$ cat src/rtl/dec_arb_pkg.sv
// Shared definitions for the two-requester arbitrated line decoder.
// Holds the FSM state encoding, hold-time limits and the idle line pattern.
package dec_arb_pkg;

  localparam logic [1:0] ST_IDLE   = 2'd0;
  localparam logic [1:0] ST_ACTIVE = 2'd1;
  localparam logic [1:0] ST_ACK    = 2'd2;

  localparam int HOLD_MIN = 1;
  localparam int HOLD_MAX = 16;
  localparam int CNT_W    = 4;

  localparam logic [7:0] LINES_IDLE = 8'hFF;

endpackage

$ cat src/rtl/dec_3x8.sv
// 3-to-8 decoder with active-low enable and active-low one-cold outputs.
module dec_3x8
  import dec_arb_pkg::*;
(
  input  logic [2:0] code,
  input  logic       en_n,
  output logic [7:0] out_n
);

  always_comb begin
    out_n = LINES_IDLE;
    if (!en_n) out_n[code] = 1'b0;
  end

endmodule

$ cat src/rtl/mux_2x1.sv
// Two-input multiplexer, used to pick the granted requester's address.
module mux_2x1 #(
  parameter int W = 3
) (
  input  logic [W-1:0] in0,
  input  logic [W-1:0] in1,
  input  logic         sel,
  output logic [W-1:0] y
);

  assign y = sel ? in1 : in0;

endmodule

$ cat src/rtl/dec_arb_ctrl.sv
// Round-robin arbiter between two requesters that drives one decoder line
// for HOLD_CYCLES cycles per grant, then pulses the owner's ack.
module dec_arb_ctrl
  import dec_arb_pkg::*;
#(
  parameter int HOLD_CYCLES = 2
) (
  input  logic       clk,
  input  logic       rst,
  input  logic       req_a,
  input  logic [2:0] addr_a,
  input  logic       req_b,
  input  logic [2:0] addr_b,
  output logic       ack_a,
  output logic       ack_b,
  output logic       sel,
  output logic       busy,
  output logic [7:0] line_n,
  output logic [7:0] line
);

  localparam logic [CNT_W-1:0] CNT_LOAD = CNT_W'(HOLD_CYCLES - 1);

  logic [1:0]       state;
  logic [1:0]       state_nxt;
  logic [2:0]       addr_q;
  logic [2:0]       addr_win;
  logic [CNT_W-1:0] cnt;
  logic             last_b;
  logic             win_b;
  logic             any_req;

  // On a tie the requester that was not served last wins.
  assign any_req = req_a | req_b;
  assign win_b   = (req_a & req_b) ? ~last_b : req_b;

  mux_2x1 #(.W(3)) u_addr_mux (
    .in0 (addr_a),
    .in1 (addr_b),
    .sel (win_b),
    .y   (addr_win)
  );

  always_comb begin
    state_nxt = state;
    case (state)
      ST_IDLE:   if (any_req) state_nxt = ST_ACTIVE;
      ST_ACTIVE: if (cnt == '0) state_nxt = ST_ACK;
      ST_ACK:    state_nxt = ST_IDLE;
      default:   state_nxt = ST_IDLE;
    endcase
  end

  always_ff @(posedge clk or posedge rst) begin
    if (rst) begin
      state  <= ST_IDLE;
      sel    <= 1'b0;
      addr_q <= 3'd0;
      cnt    <= '0;
      last_b <= 1'b1;
    end else begin
      state <= state_nxt;
      case (state)
        ST_IDLE: begin
          if (any_req) begin
            sel    <= win_b;
            addr_q <= addr_win;
            cnt    <= CNT_LOAD;
          end
        end
        ST_ACTIVE: if (cnt != '0) cnt <= cnt - 1'b1;
        ST_ACK:    last_b <= sel;
        default:   ;
      endcase
    end
  end

  // Acks are decoded from state so reset clears them without a register.
  assign ack_a = (state == ST_ACK) & ~sel;
  assign ack_b = (state == ST_ACK) &  sel;
  assign busy  = (state != ST_IDLE);

  dec_3x8 u_dec (
    .code  (addr_q),
    .en_n  (state != ST_ACTIVE),
    .out_n (line_n)
  );

  assign line = ~line_n;

endmodule
$ cat config.mk
export PLATFORM = sky130hd
export DESIGN_NAME = dec_arb_ctrl
export DESIGN_NICKNAME = d
export VERILOG_FILES = /design/src/rtl/dec_arb_pkg.sv /design/src/rtl/dec_3x8.sv /design/src/rtl/mux_2x1.sv /design/src/rtl/dec_arb_ctrl.sv
export SDC_FILE = /design/constraint.sdc
export NUM_CORES = 1
export LEC_CHECK = 0
export ABC_AREA = 1
export CELL_PAD_IN_SITES_DETAIL_PLACEMENT = 2
export CELL_PAD_IN_SITES_GLOBAL_PLACEMENT = 2
export CORE_AREA = 2 2 59 61
export CTS_CLUSTER_DIAMETER = 40
export DETAILED_ROUTE_END_ITERATION = 7
export DIE_AREA = 0 0 61 63
export GPL_ROUTABILITY_DRIVEN = 0
export GPL_TIMING_DRIVEN = 0
export PLACE_DENSITY_LB_ADDON = 0.1
export SYNTH_ARGS = -nofsm -noshare
export SYNTH_HDL_FRONTEND = slang
export SYNTH_SLANG_ARGS = --single-unit
$ cat constraint.sdc
create_clock -name clk -period 1.86 [get_ports clk]
set_input_delay 0.186 -clock clk [delete_from_list [all_inputs] [get_ports clk]]
set_output_delay 0.186 -clock clk [all_outputs]
set_load 0.01 [all_outputs]
==> results of run 1 <==
-- cells by family after synthesis --
kind of cell    share of synthesized area (%)
simple gates                            30.04
compound gates                          11.90
xor+xnor                                1.282
flops                                   40.48
fa+ha+maj                               3.662
buf+inv                                 12.64
-- power by group through the flow --
stage | logic, W | clock network, W | registers, W
4_1_cts | 0.00108 | 0.000179 | 0.000451
5_1_grt | 0.00124 | 0.000189 | 0.000477
2_1_floorplan | 0.000637 | 0 | 0.000446
6_report | 0.00107 | 0.000169 | 0.000449
3_3_place_gp | 0.00103 | 0 | 0.000460
3_5_place_dp | 0.00106 | 0 | 0.000463
-- flip-flops by register name, indices dropped and copies added (netlist names) --
| register | flops |
|---|---|
| addr_q | 3 |
| state | 2 |
| last_b | 1 |
| sel | 1 |
| cnt | 4 |
-- worst min path at each step --
stage | startpoint | to | slack [ns] | cells after the start
after detailed placement | last_b$_DFFE_PP1N_ | last_b$_DFFE_PP1N_ | 0.48 | 2
after global placement | last_b$_DFFE_PP1N_ | last_b$_DFFE_PP1N_ | 0.48 | 2
after CTS | rst | cnt[2]$_DFFE_PP0P_ | 0.25 | 2
final | rst | cnt[1]$_DFFE_PP0P_ | 0.22 | 2
after global routing | rst | cnt[0]$_DFFE_PP0P_ | 0.27 | 2
after floorplan | rst | addr_q[0]$_DFFE_PP0P_ | 0.04 | 1
-- worst reg2reg max path: stages, from the launching register on --
cell,delay [ns]
dfrtp_1,0.38
inv_1,0.13
ha_1,0.16
nand2_1,0.08
nand2_1,0.13
nand2_4,0.09
o21ai_0,0.08
o21ai_0,0.09
-- layout by cell type, fill, tap and decap left out, drive strengths merged --
cell	instances
a21oi	1
xor2	1
nand4	1
clkbuf	4
dlygate4sd2	11
dfstp	1
clkdlybuf4s50	13
nand2	16
dfrtp	10
inv	23
o21ai	13
nand3	2
buf	4
ha	2
nor2	25
dlymetal6s2s	5
-- through the flow --
step	worst slack (ns)	total power, W	setup TNS, ns	area, µm²	util (%)
floorplan	0.6564	0.001083	0	683.2	-
global placement	0.1412	0.001488	0	1031	31.90
detailed placement	0.1274	0.001519	0	1031	31.90
CTS	0.006132	0.001706	0	1071	33.14
global route	-0.0009066	0.001906	-0.0009066	1099	33.99
finish	0.09723	0.001689	0	1099	33.99
-- timing repair --
item / in CTS / in global routing
pin swaps: 1 / 1
setup buffers: 3 / 1
endpoints found under the setup margin: 16 / 7
resized for setup: 13 / 8
-- metal layers --
metal,track usage [%],vias up
li1,-,358
met1,15.21,340
met2,19.35,23
met3,2.484,4
met4,4.891,0
met5,0,-
-- cell type report --
cell class	instances	area [µm²]	share of cell area, %
well taps	46	57.56	5.239
flip-flops and latches	11	276.5	25.17
inverters	23	86.33	7.859
clock buffers	4	26.28	2.392
multi-input cells	61	332.8	30.30
repair buffers	33	319.1	29.04
==> results.yml, run 1 <==
timing:
  worst_pin_slew_ns: 0.4551
  fin_skew_ns: 0.004516
  max_slew_margin_pct: 69.63
  slew_violations: 0
  hold_ws_ns: 0.2219
  max_freq_mhz: 567.3
  setup_violations: 0
  fin_crit_ns: 1.763
  period_share_pct: 94.77
  hold_violations: 0
floorplan:
  ios: 30
  coreArea_um2: 3232
  dieHeight_um: 63
  floorplan.die.width_um: 61
  die-area_um2: 3843
  initial_core_util_pct: 21.14
  row_count: 21
logic_synthesis:
  synth_warnings: 0
  syn-cell-area_um2: 683.2
  synth_common_cells: "inv_1 (19), nor2_1 (18), nand2_1 (15), dfrtp_1 (10), o21ai_0 (9)"
  synthTopCellsByArea: "dfrtp_1 (37%), inv_1 (10%), nor2_1 (9.9%)"
  synth_edf_count: 0
  synth-seq-area-share_pct: 40.48
  synth.distinct_cells: 17
  synthFlopType: "dfrtp_1"
  synth_top_cell_by_area: "dfrtp_1"
  yosysTopAreaCellShare_pct: 36.63
  avgSynthCellArea_um2: 7.191
  synth_nets: 107
  synth_seq_cells: 11
  syn_inst: 95
  yosysMostFrequentCell: "inv_1"
  synth-async-reset-ratio_pct: 100.0
clock_tree:
  numCtsBuffers: 3
  cts_htree_levels: 1
  clk-insertion-delay-late_ns: 0.27
  cts.sinks: 11
  clk_pin_slew_ns: 0.08
  cts.path.max_buffers: 2
  root_buffer: "clkbuf_4"
  cts_tree: "done"
  cts_hold_buf: 0
setup_path:
  cp_max_fo: 4
  cp_num_buf_inv: 2
  crit_type: "reg2out"
  cp_top_family: "buffers and inverters"
  cp.depth: 5
  cp_slowest_cell: "clkdlybuf4s50_1"
  r2r-start: "cnt[0]$_DFFE_PP0P_"
  startpoint: "state[1]$_DFFE_PP0P_"
  r2r_end: "cnt[0]$_DFFE_PP0P_"
  critPathMaxStageDelay_ns: 0.47
  rr_worst_depth: 7
  crit_path_end_kind: "primary output"
  path_cells: "nor2_4 -> nand2_2 -> nor2_2 -> inv_1 -> clkdlybuf4s50_1"
  worst_setup_path_start_kind: "flop"
  cp_data_arrival_time_ns: 1.58
  reg2reg_slack_ns: 0.60
  cp.required_ns: 1.67
  endpoint: "line_n[5]"
drt:
  via_per_inst: 4.073
  wl_per_cell_um: 10.69
  drc: 0
  wl_met3_um: 98
  drtIter0Drc: 8
  ant_nets: 0
  totalWireLength_um: 1902
  dr.pass1.iters: 4
  m1WireLength_um: 823
  num_vias: 725
  route.met2.wl_um: 946
  highest_layer: "met4"
global_route:
  grt-ovfl-total: 0
  grt_pass1_wl_um: 3491
  grt_antenna_before_repair: 0
  grt_pass1_vias: 772
  grt_start_max_net_pins: 12
  globalRouteTotalUtil_pct: 12.01
cells_and_area:
  final_cells: 178
  layout-drive-gt1-share_pct: 19.70
  diodes: 0
  nets: 145
  fillCellCount: 394
  synthToLayoutAreaGrowth_pct: 60.81
power_and_ir_drop:
  pwr-share-comb_pct: 63.4
  seqPwrFrac_pct: 26.6
  power.switching_w: 0.0007901
  swShare_pct: 46.79
  ir_worst_vdd_uv: 458.9
  power.internal_w: 0.0008986
  clock_power_share_pct: 10.0
  p_per_area_nw_per_um2: 1537
  leakage_nw: 0.5447
hold_path:
  min_path_type: "in2async"
run:
  drv_cap: 0
place:
  dpl.hpwl_um: 1602
  port_buffers: 29
  place_inst: 170
status:
  status: "complete, no violations"
(Power assumes the default switching activity.)
==> inputs of run 2 (changes only) <==
--- a/config.mk
+++ b/config.mk
@@ -6,6 +6,7 @@
 export NUM_CORES = 1
 export LEC_CHECK = 0
 export ABC_AREA = 1
+export ABC_CLOCK_PERIOD_IN_PS = 1860
 export CELL_PAD_IN_SITES_DETAIL_PLACEMENT = 2
 export CELL_PAD_IN_SITES_GLOBAL_PLACEMENT = 2
 export CORE_AREA = 2 2 59 61
==> results of run 2 <==
Same layout as run 1: the final DEF is identical, and so are final timing and power.
